$ cat config.mk
export PLATFORM = sky130hd
export DESIGN_NAME = noc_fcu_credit_arb
export DESIGN_NICKNAME = d
export VERILOG_FILES = /design/src/rtl/noc_fcu_pkg.sv /design/src/rtl/fcu_rr_arbiter.sv /design/src/rtl/noc_fcu_credit_arb.sv
export SDC_FILE = /design/constraint.sdc
export NUM_CORES = 1
export LEC_CHECK = 0
export CORE_ASPECT_RATIO = 1.1
export CORE_MARGIN = 4
export CORE_UTILIZATION = 27
export CTS_CLUSTER_SIZE = 20
export DETAILED_ROUTE_END_ITERATION = 10
export PLACE_DENSITY = 0.53
export SLEW_MARGIN = 20
export SYNTH_ARGS = -nofsm -noshare
export SYNTH_HDL_FRONTEND = slang
export SYNTH_SLANG_ARGS = --single-unit
$ cat constraint.sdc
create_clock -name clk_i -period 4.6 [get_ports clk_i]
set_input_delay 0.46 -clock clk_i [delete_from_list [all_inputs] [get_ports clk_i]]
set_output_delay 0.46 -clock clk_i [all_outputs]
set_load 0.02 [all_outputs]
$ cat src/rtl/noc_fcu_pkg.sv
// noc_fcu_pkg: shared port enumeration, default sizes and address/credit typedefs for the flow-control unit.
package noc_fcu_pkg;
    typedef enum logic [2:0] {NORTH = 3'd0, SOUTH, EAST, WEST, LOCAL} port_e;
    localparam int NUM_PORTS_DEF = 5;
    localparam int CREDIT_DEPTH_DEF = 4;
    typedef logic [$clog2(NUM_PORTS_DEF)-1:0] port_addr_t;
    typedef logic [$clog2(CREDIT_DEPTH_DEF+1)-1:0] credit_cnt_t;
endpackage

$ cat src/rtl/fcu_rr_arbiter.sv
// fcu_rr_arbiter: round-robin pick of the first request at or after a registered pointer, gated by an enable.
module fcu_rr_arbiter #(
    parameter int N = 5
) (
    input  logic         clk_i,
    input  logic         rst_n_i,
    input  logic [N-1:0] i_req,
    input  logic         i_en,
    output logic [N-1:0] o_gnt,
    output logic         o_any
);
    localparam int PW = $clog2(N);
    logic [PW-1:0]  r_ptr;
    logic [2*N-1:0] w_dbl;
    logic [PW:0]    w_off;
    logic [PW:0]    w_sum;
    logic [PW-1:0]  w_win;
    logic           w_hit;
    always_comb begin
        w_dbl = {i_req, i_req} >> r_ptr;
        w_hit = 1'b0;
        w_off = '0;
        for (int k = 0; k < N; k++) begin
            if (!w_hit && w_dbl[k]) begin
                w_hit = 1'b1;
                w_off = (PW+1)'(k);
            end
        end
        w_sum = {1'b0, r_ptr} + w_off;
        w_win = (w_sum >= (PW+1)'(N)) ? PW'(w_sum - (PW+1)'(N)) : w_sum[PW-1:0];
    end
    assign o_any = w_hit;
    assign o_gnt = (i_en && w_hit) ? (N'(1) << w_win) : '0;
    always_ff @(posedge clk_i or negedge rst_n_i) begin
        if (!rst_n_i)
            r_ptr <= '0;
        else if (i_en && w_hit)
            r_ptr <= (w_win == PW'(N-1)) ? '0 : w_win + PW'(1);
    end
endmodule

$ cat src/rtl/noc_fcu_credit_arb.sv
// noc_fcu_credit_arb: per-output credit counters with round-robin input arbitration; grants only with credit.
module noc_fcu_credit_arb
    import noc_fcu_pkg::*;
#(
    parameter int NUM_PORTS    = NUM_PORTS_DEF,
    parameter int ADDR_W       = $clog2(NUM_PORTS),
    parameter int CREDIT_DEPTH = CREDIT_DEPTH_DEF,
    parameter int CNT_W        = $clog2(CREDIT_DEPTH+1),
    parameter bit ALLOW_UTURN  = 1'b0
) (
    input  logic                                clk_i,
    input  logic                                rst_n_i,
    input  logic [NUM_PORTS-1:0]                req_valid_i,
    input  logic [NUM_PORTS-1:0][ADDR_W-1:0]    req_port_addr_i,
    input  logic [NUM_PORTS-1:0]                credit_en_i,
    output logic [NUM_PORTS-1:0]                grant_access_o,
    output logic [NUM_PORTS-1:0][NUM_PORTS-1:0] grant_input_o,
    output logic [NUM_PORTS-1:0][CNT_W-1:0]     credit_cnt_o,
    output logic                                err_overflow_o,
    output logic                                err_addr_o
);
    logic [NUM_PORTS-1:0][CNT_W-1:0]     r_cnt;
    logic                                r_err_ovf;
    logic                                r_err_addr;
    logic [NUM_PORTS-1:0][NUM_PORTS-1:0] w_req;
    logic [NUM_PORTS-1:0]                w_bad;
    logic [NUM_PORTS-1:0]                w_en;
    logic [NUM_PORTS-1:0]                w_any;
    logic [NUM_PORTS-1:0]                w_ovf;
    logic [NUM_PORTS-1:0][CNT_W:0]       w_next;
    always_comb begin
        w_req = '0;
        w_bad = '0;
        for (int i = 0; i < NUM_PORTS; i++) begin
            w_bad[i] = req_valid_i[i] && (int'(req_port_addr_i[i]) >= NUM_PORTS);
            for (int p = 0; p < NUM_PORTS; p++)
                w_req[p][i] = req_valid_i[i] && (int'(req_port_addr_i[i]) == p) && (ALLOW_UTURN || p != i);
        end
    end
    for (genvar p = 0; p < NUM_PORTS; p++) begin : g_out
        // Reset gating keeps grants low while the counters sit at full during reset.
        assign w_en[p] = rst_n_i && (r_cnt[p] != '0);
        fcu_rr_arbiter #(.N(NUM_PORTS)) u_arb (
            .clk_i   (clk_i),
            .rst_n_i (rst_n_i),
            .i_req   (w_req[p]),
            .i_en    (w_en[p]),
            .o_gnt   (grant_input_o[p]),
            .o_any   (w_any[p])
        );
        assign grant_access_o[p] = w_any[p] && w_en[p];
        assign w_next[p] = {1'b0, r_cnt[p]} - (CNT_W+1)'(grant_access_o[p]) + (CNT_W+1)'(credit_en_i[p]);
        assign w_ovf[p]  = w_next[p] > (CNT_W+1)'(CREDIT_DEPTH);
    end
    always_ff @(posedge clk_i or negedge rst_n_i) begin
        if (!rst_n_i) begin
            for (int p = 0; p < NUM_PORTS; p++)
                r_cnt[p] <= CNT_W'(CREDIT_DEPTH);
            r_err_ovf  <= 1'b0;
            r_err_addr <= 1'b0;
        end else begin
            for (int p = 0; p < NUM_PORTS; p++)
                r_cnt[p] <= w_ovf[p] ? CNT_W'(CREDIT_DEPTH) : w_next[p][CNT_W-1:0];
            r_err_ovf  <= r_err_ovf | (|w_ovf);
            r_err_addr <= r_err_addr | (|w_bad);
        end
    end
    assign credit_cnt_o   = r_cnt;
    assign err_overflow_o = r_err_ovf;
    assign err_addr_o     = r_err_addr;
endmodule

# Word level (Yosys, flattened, before mapping)
# Cells that the tools add are included.
# word_totals
regBits	32
input_bits	27
word_cells	236
out_inout_bits	47
# op_classes
addsub	25
n_shift	10
n_mux	65
bitwise	2
eq_ne	21
reduce_logical	86
magnitude_cmp	15
# op_table
operator	n
$mux W4	15
$logic_and A1 B1 Y1	55
$eq A3 B3 Y1 const B	17
$mux W3	15
$shr A10 B3 Y5	4
$mux W1	30
$mux W5	5
$shl A1 B3 Y5 const A	5
$add A3 B4 Y4	5
$add A4 B1 Y4	5
$ge A4 B3 Y1 const B	5
$gt A4 B3 Y1 const B	5
$logic_not A1 Y1	20
$sub A3 B1 Y4	5
$add A3 B1 Y3 const B	5
$ge A3 B3 Y1 const B	5
$reduce_bool A3 Y1	5
$sub A3 B3 Y3 const B	5
$eq A3 B2 Y1 const B	4
$logic_not A3 Y1	4
$reduce_or A5 Y1	2
$shr A9 B3 Y5	1
$or A1 B1 Y1	2

# Longest topological paths before layout
# Gate-level depths: netlist of the first run.
# logic_depth
word_depth	22
ltp_mapped	23
ltp_nobuf	22

# Modules after synthesis
# Synthesis of the first run repeated with hierarchy kept, for this count alone.
# hier_totals
cells_unflattened	635
hier_area_um2	5631.7
# by_module_without_submodules
module	seq_area_each_um2	cells_each	instances	area_each_um2
fcu_rr_arbiter	75.1	93	5	815.8
noc_fcu_credit_arb	431.7	170	1	1552.7

# Worst setup path after synthesis of the first run
# No wires, ideal clock.
# synth_timing
kind	input to output
start	input req_port_addr_i[12] (netlist name)
end	output grant_input_o[13] (netlist name)
t_arrival_ns	4.387
cell_stages	21
path_slack_ns	-0.247
required_time_ns	4.140
n_path_buf	0
path_cell_list	or4bb_1 > mux2i_1 > a21oi_1 > or2_2 > a21o_1 > a211oi_1 > a31oi_1 > o21ai_0 > ha_1 > fa_1 > inv_1 > ha_1 > nor2b_1 > o21ai_0 > o21ai_1 > o31ai_2 > mux2i_1 > inv_1 > ha_1 > ha_1 > and2_1
# synth_lines
element	line	text
start, declared	noc_fcu_credit_arb.sv:14	input logic [NUM_PORTS-1:0][ADDR_W-1:0] req_port_addr_i,
end, declared	noc_fcu_credit_arb.sv:17	output logic [NUM_PORTS-1:0][NUM_PORTS-1:0] grant_input_o,

==> results of run 1 <==
[cell usage after synthesis, drive strengths merged (4+ instances only)]
cell / n
inv: 68
ha: 65
a21oi: 37
nand2: 37
nor2: 32
dfrtp: 27
o21ai: 25
and3: 24
mux2i: 24
and2: 16
nor2b: 16
nor3: 16
nand3: 15
nand2b: 13
a211oi: 12
buf: 12
clkbuf: 11
o31ai: 11
xnor2: 11
a21o: 10
fa: 10
and4bb: 8
mux2: 8
a31oi: 7
o22ai: 7
o32ai: 7
or3: 7
xor2: 7
nor4b: 6
a21boi: 5
dfstp: 5
nand4b: 5
o211ai: 5
nor4bb: 4
[kinds of logic after synthesis]
kind of cell             share of synthesized area (%)
XOR/XNOR                                          3.28
buffers and inverters                             6.78
AO/OA/AOI/OAI                                     21.5
AND/OR/NAND/NOR                                   26.0
multiplexers                                      7.45
flip-flops                                        15.3
adder cells (fa/ha/maj)                           19.7
[final timing paths]
kind	end	slack [ns]
hold reg to reg	err_addr_o	0.48
min in group clk_i	err_addr_o	0.48
setup reg to reg	g_out[0].u_arb.r_ptr[0]	0.27
max in group asynchronous	credit_cnt_o[14]	3.75
hold / removal	credit_cnt_o[6]	0.17
setup / recovery	grant_input_o[11]	-0.41
[metrics by stage]
stage	TNS, ns	instances	instance area [um^2]	setup slack, ns
floorplan	-0.0145	626	5330	-0.0145
global placement	-30.38	1110	7670	-1.22
detailed placement	-30.94	1110	7670	-1.23
CTS	-2.97	1151	8590	-0.412
global route	-6.01	1171	9300	-0.617
finish	-2.70	1171	9300	-0.414
[flip-flops by register name (all words and copies together) (netlist names)]
| name | count |
|---|---|
| credit_cnt_o | 15 |
| g_out.u_arb.r_ptr | 15 |
| err_overflow_o | 1 |
| err_addr_o | 1 |
[cell type report]
type                    count  area share, %
multi-input cells         503           55.1
repair buffers            313           28.3
flip-flops and latches     32           8.69
well taps                 247           3.32
inverters                  68           2.88
clock buffers               8           1.68
[routing by layer]
layer | wire [um] | vias up | global-route usage [%] | share of wire (%)
li1 | - | 2887 | - | -
met1 | 7460 | 2698 | 18.7 | 45
met2 | 8310 | 77 | 25.4 | 50
met3 | 556 | 13 | 2.20 | 3.4
met4 | 146 | 2 | 2.31 | 0.89
met5 | 13 | - | 0 | 0.079
[cells in the final DEF (no fill, tap or decap), types with 9 or more instances in the layout]
cell | netlist | routed
a21o_1 | 10 | 10
a21oi_1 | 37 | 29
and2_4 | 0 | 13
and3_1 | 23 | 14
and3_4 | 1 | 10
buf_2 | 9 | 10
buf_4 | 1 | 213
buf_6 | 0 | 58
clkdlybuf4s50_1 | 0 | 27
dfrtp_1 | 27 | 26
fa_1 | 10 | 10
ha_1 | 65 | 29
ha_4 | 0 | 29
inv_1 | 62 | 52
inv_2 | 6 | 12
mux2i_1 | 22 | 18
nand2_1 | 37 | 34
nand2b_1 | 13 | 9
nand3_1 | 15 | 15
nor2_1 | 31 | 28
nor2b_1 | 16 | 9
nor3_1 | 16 | 12
o21ai_0 | 19 | 11
[worst max-delay path, delay by kind of cell]
kind | cells | cell delay [ns]
AND/OR/NAND/NOR | 4 | 1.09
multiplexers | 2 | 0.34
adder cells (fa/ha/maj) | 4 | 0.91
AO/OA/AOI/OAI | 8 | 1.05
buffers and inverters | 6 | 0.71
[repair_timing]
item	CTS	global route
endpoints found under the hold margin	0	0
gates resized for setup	342	124
setup endpoints to repair	36	29
setup buffers	33	23
pin swaps	66	66
==> results.json, run 1 <==
{
  "die_width_um": 141,
  "grt_pass1_vias": 5604,
  "routed_wl_mm": 16.5,
  "avgSynthCellArea_um2": 8.40,
  "arrival_ns": 4.55,
  "area_delta_synth_final_pct": 76.8,
  "initial_core_util_pct": 27.4,
  "yosys.area.top_type": "ha_1",
  "violations": "negative setup slack",
  "synth-edff-count": 0,
  "firstDrtPassIters": 4,
  "dp_hpwl_mm": 12.4,
  "synth_top_area_share_pct": 15.5,
  "cts_tree": "done",
  "netlist_area_mm2": 0.00526,
  "async_flop_share_pct": 100,
  "critPathCaptureType": "output pin",
  "first_iter_violations": 251,
  "hold_ws_ns": 0.172,
  "grt_first_pass_wirelength_mm": 26.3,
  "cts_root_buf": "clkbuf_16",
  "synth_cell_type_count": 93,
  "cts_buffer_depth": 2,
  "cp_cell_sequence": "buf_6 -> or4bb_4 -> mux2i_1 -> a21oi_1 -> or2_4 -> a21o_1 -> a211oi_2 -> a31oi_1 -> o21ai_2 -> ha_2 -> fa_1 -> inv_2 -> ha_4 -> nor2b_4 -> o21ai_2 -> o21ai_2 -> o31ai_4 -> mux2i_2 -> buf_4 -> buf_4 -> buf_6 -> ha_4 -> and2_4 -> buf_6",
  "cp-start-kind": "input port",
  "cts.clk_slew.worst_paths_ns": 0.05,
  "n_fill_cell": 1836,
  "num_vias": 5677,
  "max_cap_violations": 0,
  "grt.total_usage_pct": 14.3,
  "ys_seq_area_share_pct": 15.3,
  "critical_path_class": "in -> out",
  "num_antenna_cells": 0,
  "place.gp.congestion": 0.870,
  "cts.sinks": 32,
  "cp_slowest_cell": "or4bb_4",
  "r2r_cells": 26,
  "setup_violations": 15,
  "wl_per_cell_um": 14.1,
  "yosys_warnings": 0,
  "synth.net_count": 728,
  "postCtsHoldBufs": 0,
  "slew_viol_final": 0,
  "setup_slack_ns": -0.414,
  "register_area_um2": 808,
  "drive_gt1_share_pct": 52.4,
  "core.rowCount": 53,
  "die_area_mm2": 0.0218,
  "ys_ff_latch": 32,
  "min_period_ns": 5.01,
  "grt_start_max_net_pins": 25,
  "grt_antenna_before_repair": 1,
  "fin_worst_skew_ns": 0.00182,
  "relSlewSlack_pct": 47.5,
  "utilization_pct": 48.5,
  "overflow": 0,
  "hp-class": "in -> async",
  "crit_path_max_fanout": 3,
  "worst_pin_slew_ns": 0.781,
  "viasPerCell": 4.85,
  "crit_required_ns": 4.14,
  "finalHoldViolations": 0,
  "cp-startpoint": "req_port_addr_i[14]",
  "drc": 0,
  "status": "finished, violations left",
  "layout.nets": 1025,
  "postSynthCellCount": 626,
  "die_height_um": 154,
  "io_pins": 74,
  "h-tree-depth": 2,
  "clock_latency_ns": 0.28,
  "antenna_left": 0,
  "rsz0062_at_grt": "true",
  "ys.flop_type": "dfrtp_1",
  "core_mm2": 0.0192,
  "synth_area_leaders": "ha_1, dfrtp_1, inv_1",
  "io_buffers": 73,
  "max_clock_freq_mhz": 199,
  "cts_inserted_buffers": 5,
  "critPathMaxStageDelay_ns": 0.57,
  "multiInputGateArea_mm2": 0.00513,
  "post-route-period-util_pct": 109,
  "r2r_start": "g_out[0].u_arb.r_ptr[1]"
}
Power of run 1 is left out: the tool's default activity adds up to more than one toggle a clock period on the data nets, which glitch-free logic cannot reach.
==> run 2: changes to the inputs <==
- CORE_MARGIN: 4 -> not set
==> results.json, run 2 (same netlist as run 1, synthesis figures left out) <==
{
  "max_clock_freq_mhz": 200,
  "grt_pass1_vias": 5477,
  "layout.nets": 1025,
  "final_common_cell": "buf_4",
  "h-tree-depth": 2,
  "status": "finished, violations left",
  "multiInputGateArea_mm2": 0.00514,
  "die_area_mm2": 0.0200,
  "cts_buffer_depth": 2,
  "overflow": 0,
  "mostFrequentLayoutCells": "buf_4, buf_6, inv_1, nand2_1, ha_4",
  "r2r_start": "g_out[2].u_arb.r_ptr[0]",
  "drive_gt1_share_pct": 52.3,
  "core.rowCount": 53,
  "cts_tree": "done",
  "post-route-period-util_pct": 109,
  "clock_latency_ns": 0.28,
  "io_pins": 74,
  "rrSetupSlack_ns": 0.39,
  "setup_slack_ns": -0.393,
  "antenna_left": 0,
  "firstDrtPassIters": 4,
  "place.gp.congestion": 0.876,
  "viasPerCell": 4.86,
  "drc": 0,
  "grt_antenna_before_repair": 0,
  "worst_pin_slew_ns": 0.594,
  "register_area_um2": 807,
  "relSlewSlack_pct": 60.1,
  "arrival_ns": 4.53,
  "initial_core_util_pct": 27.5,
  "cts.clk_slew.worst_paths_ns": 0.06,
  "violations": "negative setup slack",
  "cp-start-kind": "input port",
  "grt_first_pass_wirelength_mm": 25.9,
  "area_delta_synth_final_pct": 78.5,
  "min_period_ns": 4.99,
  "cts.sinks": 32,
  "grt.total_usage_pct": 15.9,
  "slew_viol_final": 0,
  "die_width_um": 135,
  "wl_per_cell_um": 14.0,
  "dp_hpwl_mm": 12.2,
  "io_buffers": 73,
  "routed_wl_mm": 16.4,
  "rsz0062_at_grt": "true",
  "core_mm2": 0.0191,
  "crit_end": "grant_input_o[13]",
  "n_fill_cell": 1802,
  "die_height_um": 148,
  "crit_required_ns": 4.14,
  "hp-class": "in -> async",
  "r2r_cells": 20,
  "cp-startpoint": "req_port_addr_i[14]",
  "critical_path_class": "in -> out",
  "grt_start_max_net_pins": 22,
  "first_iter_violations": 233,
  "critPathCaptureType": "output pin",
  "finalHoldViolations": 0,
  "cts_inserted_buffers": 5,
  "r2r-end": "g_out[2].u_arb.r_ptr[2]",
  "tns_ns": -2.84,
  "cts_root_buf": "clkbuf_16",
  "setup_violations": 19,
  "crit_path_max_fanout": 3,
  "max_cap_violations": 0,
  "fin_worst_skew_ns": 0.00593,
  "num_antenna_cells": 0,
  "num_vias": 5686
}
run 2: cell count changes in the layout (fill, tap and decap cells not counted), moves of 3 or more:
cell      previous run  this run
nor3_2               3         0
a211oi_4             4         1
buf_4              213       206
o21ai_2              7         4
ha_1                29        26
buf_6               58        66
ha_4                29        33
run 2: area by class of cell:
cell class,instances,share of cell area (%)
inverters,68,2.82
clock inverters,1,0.320
multi-input cells,503,54.7
well taps,247,3.29
repair buffers,313,28.6
flip-flops and latches,32,8.59
clock buffers,7,1.63
run 2: how the worst min path moves through the flow:
stage	from	end	cells after the start
6_report	rst_n_i	g_out[2].u_arb.r_ptr[1]	1
3_5_place_dp	rst_n_i	credit_cnt_o[3]	1
5_1_grt	rst_n_i	g_out[2].u_arb.r_ptr[1]	1
3_3_place_gp	rst_n_i	credit_cnt_o[4]	1
2_1_floorplan	rst_n_i	credit_cnt_o[0]	0
4_1_cts	rst_n_i	g_out[2].u_arb.r_ptr[1]	1
run 2: worst max-delay path: stages:
cell	delay, ns
buf_8	0.10
or4bb_4	0.56
mux2i_1	0.17
a21oi_1	0.08
or2_4	0.24
a21o_1	0.18
a211oi_2	0.19
a31oi_1	0.07
o21ai_1	0.16
ha_2	0.21
fa_1	0.42
inv_2	0.12
ha_4	0.14
nor2b_4	0.16
o21ai_2	0.06
o21ai_2	0.19
o31ai_4	0.12
xnor2_2	0.17
buf_4	0.15
ha_2	0.19
ha_4	0.15
and2_4	0.13
buf_6	0.12
run 2: what timing repair did:
action	4_1_cts	5_1_grt
pin swaps	66	92
endpoints found under the setup margin	36	28
setup buffers	30	29
resized for setup	343	133
hold buffers	0	0
run 2: metrics by stage:
step	hold slack, ns	util [%]	instances	worst slack [ns]	cell area, um^2
after CTS	0.160	45.3	1146	-0.444	8650
after global routing	0.183	49.2	1171	-0.613	9390
final	0.140	49.2	1171	-0.393	9390
after global placement	0.462	40.1	1109	-1.23	7660
after floorplan	0.164	-	626	-0.0145	5330
after detailed placement	0.460	40.1	1109	-1.28	7660
run 2: metal layers:
layer	GRT usage, %	wire, um	vias to the layer above
li1	-	-	2893
met1	21.1	7790	2694
met2	27.4	8030	88
met3	1.91	504	11
met4	3.26	100	0
met5	0	0	-
Power of run 2 is left out for the same reason.
==> run 3: changes to the inputs <==
- PLACE_DENSITY: 0.53 -> not set
- PLACE_DENSITY_LB_ADDON: not set -> 0.12
==> results.json, run 3 (same netlist as run 1, synthesis figures left out) <==
{
  "status": "finished, violations left",
  "violations": "negative setup slack",
  "cp_common_cell": "buf_6",
  "hp-class": "in -> async",
  "h-tree-depth": 2,
  "arrival_ns": 4.63,
  "setup_slack_ns": -0.494,
  "die_area_mm2": 0.0200,
  "max_cap_violations": 0,
  "relSlewSlack_pct": 62.6,
  "setup_violations": 20,
  "place.gp.congestion": 0.836,
  "wl_met2_mm": 8.94,
  "cts.clk_slew.worst_paths_ns": 0.06,
  "clock_latency_ns": 0.28,
  "io_buffers": 73,
  "r2r-end": "err_overflow_o",
  "hold_ws_ns": 0.0193,
  "worst_pin_slew_ns": 0.556,
  "r2r_cells": 24,
  "fin_worst_skew_ns": 0.00682,
  "slew_viol_final": 0,
  "grt.total_usage_pct": 17.2,
  "grt_pass1_vias": 5882,
  "num_antenna_cells": 0,
  "cp_slowest_cell": "or4bb_4",
  "max_clock_freq_mhz": 196,
  "drt-met1-wl_mm": 7.73,
  "fin_area_mm2": 0.00920,
  "crit_path_max_fanout": 3,
  "viasPerCell": 4.94,
  "antenna_left": 0,
  "wl_per_cell_um": 14.7,
  "core_mm2": 0.0191,
  "drive_gt1_share_pct": 52.1,
  "die_width_um": 135,
  "finalHoldViolations": 0,
  "mostFrequentLayoutCells": "buf_4, buf_6, inv_1, nand2_1",
  "highest_layer": "met4",
  "crit_required_ns": 4.14,
  "dp_hpwl_mm": 12.9,
  "grt_start_max_net_pins": 18,
  "first_iter_violations": 290,
  "wl_met3_um": 435,
  "routed_wl_mm": 17.3,
  "cts_tree": "done",
  "overflow": 0,
  "critical_path_class": "in -> out",
  "rrSetupSlack_ns": -0.04,
  "grt_antenna_before_repair": 0,
  "die_height_um": 148,
  "rsz0062_at_grt": "true",
  "cts.sinks": 32,
  "final_common_cell": "buf_4",
  "pre_cts_ws_ns": -1.38,
  "initial_core_util_pct": 27.5,
  "r2r_start": "g_out[0].u_arb.r_ptr[1]",
  "drc": 0,
  "layout.nets": 1033,
  "core.rowCount": 53,
  "area_delta_synth_final_pct": 74.9,
  "post-route-period-util_pct": 111,
  "cts_root_buf": "clkbuf_16",
  "cts_buffer_depth": 2,
  "critPathCaptureType": "output pin",
  "grt_first_pass_wirelength_mm": 28.1,
  "critPathMaxStageDelay_ns": 0.55,
  "firstDrtPassIters": 4,
  "num_vias": 5827,
  "io_pins": 74,
  "postCtsHoldBufs": 0,
  "min_period_ns": 5.09,
  "cts_inserted_buffers": 5,
  "placed_cell_area_mm2": 0.00771,
  "cp-start-kind": "input port"
}
[run 3: worst max-delay path by stage]
stage / slack, ns / start / endpoint
finish: -0.49 / req_port_addr_i[11] / grant_input_o[13]
global route: -0.76 / req_port_addr_i[11] / grant_input_o[13]
CTS: -0.54 / req_port_addr_i[11] / grant_input_o[13]
detailed placement: -1.38 / req_port_addr_i[9] / grant_input_o[13]
global placement: -1.26 / req_port_addr_i[8] / grant_input_o[23]
floorplan: -0.01 / req_port_addr_i[14] / grant_input_o[13]
[run 3: cell type report]
cell class              count  area (um^2)
clock buffers               7          153
multi-input cells         503         4970
well taps                 247          309
inverters                  68          263
fillers                  1795         9900
repair buffers            321         2660
flip-flops and latches     32          807
clock inverters             1         30.0
[run 3: per-layer routing]
layer	vias to the layer above	GRT usage (%)
met5	-	0
met4	0	3.31
met3	16	1.64
met2	122	30.9
met1	2796	22.1
li1	2893	-
[run 3: critical path, delay by kind of cell]
| kind | cells | cell delay (ns) |
|---|---|---|
| xor+xnor | 1 | 0.15 |
| compound gates | 8 | 0.99 |
| simple gates | 4 | 1.07 |
| mux | 1 | 0.15 |
| buf+inv | 6 | 0.73 |
| fa+ha+maj | 5 | 1.07 |
[run 3: repair_timing]
item	4_1_cts	5_1_grt
endpoints found under the hold margin	0	0
endpoints found under the setup margin	37	34
setup buffers	35	24
pin swaps	68	53
gates resized for setup	312	116
[run 3: through the flow]
step                      cells  util (%)  TNS, ns
after floorplan             626         -  -0.0145
after global placement     1114      40.4   -30.22
after detailed placement   1114      40.4   -33.55
after CTS                  1156      44.9    -4.78
after global routing       1179      48.2    -9.00
final                      1179      48.2    -4.19
Power of run 3 is left out for the same reason.
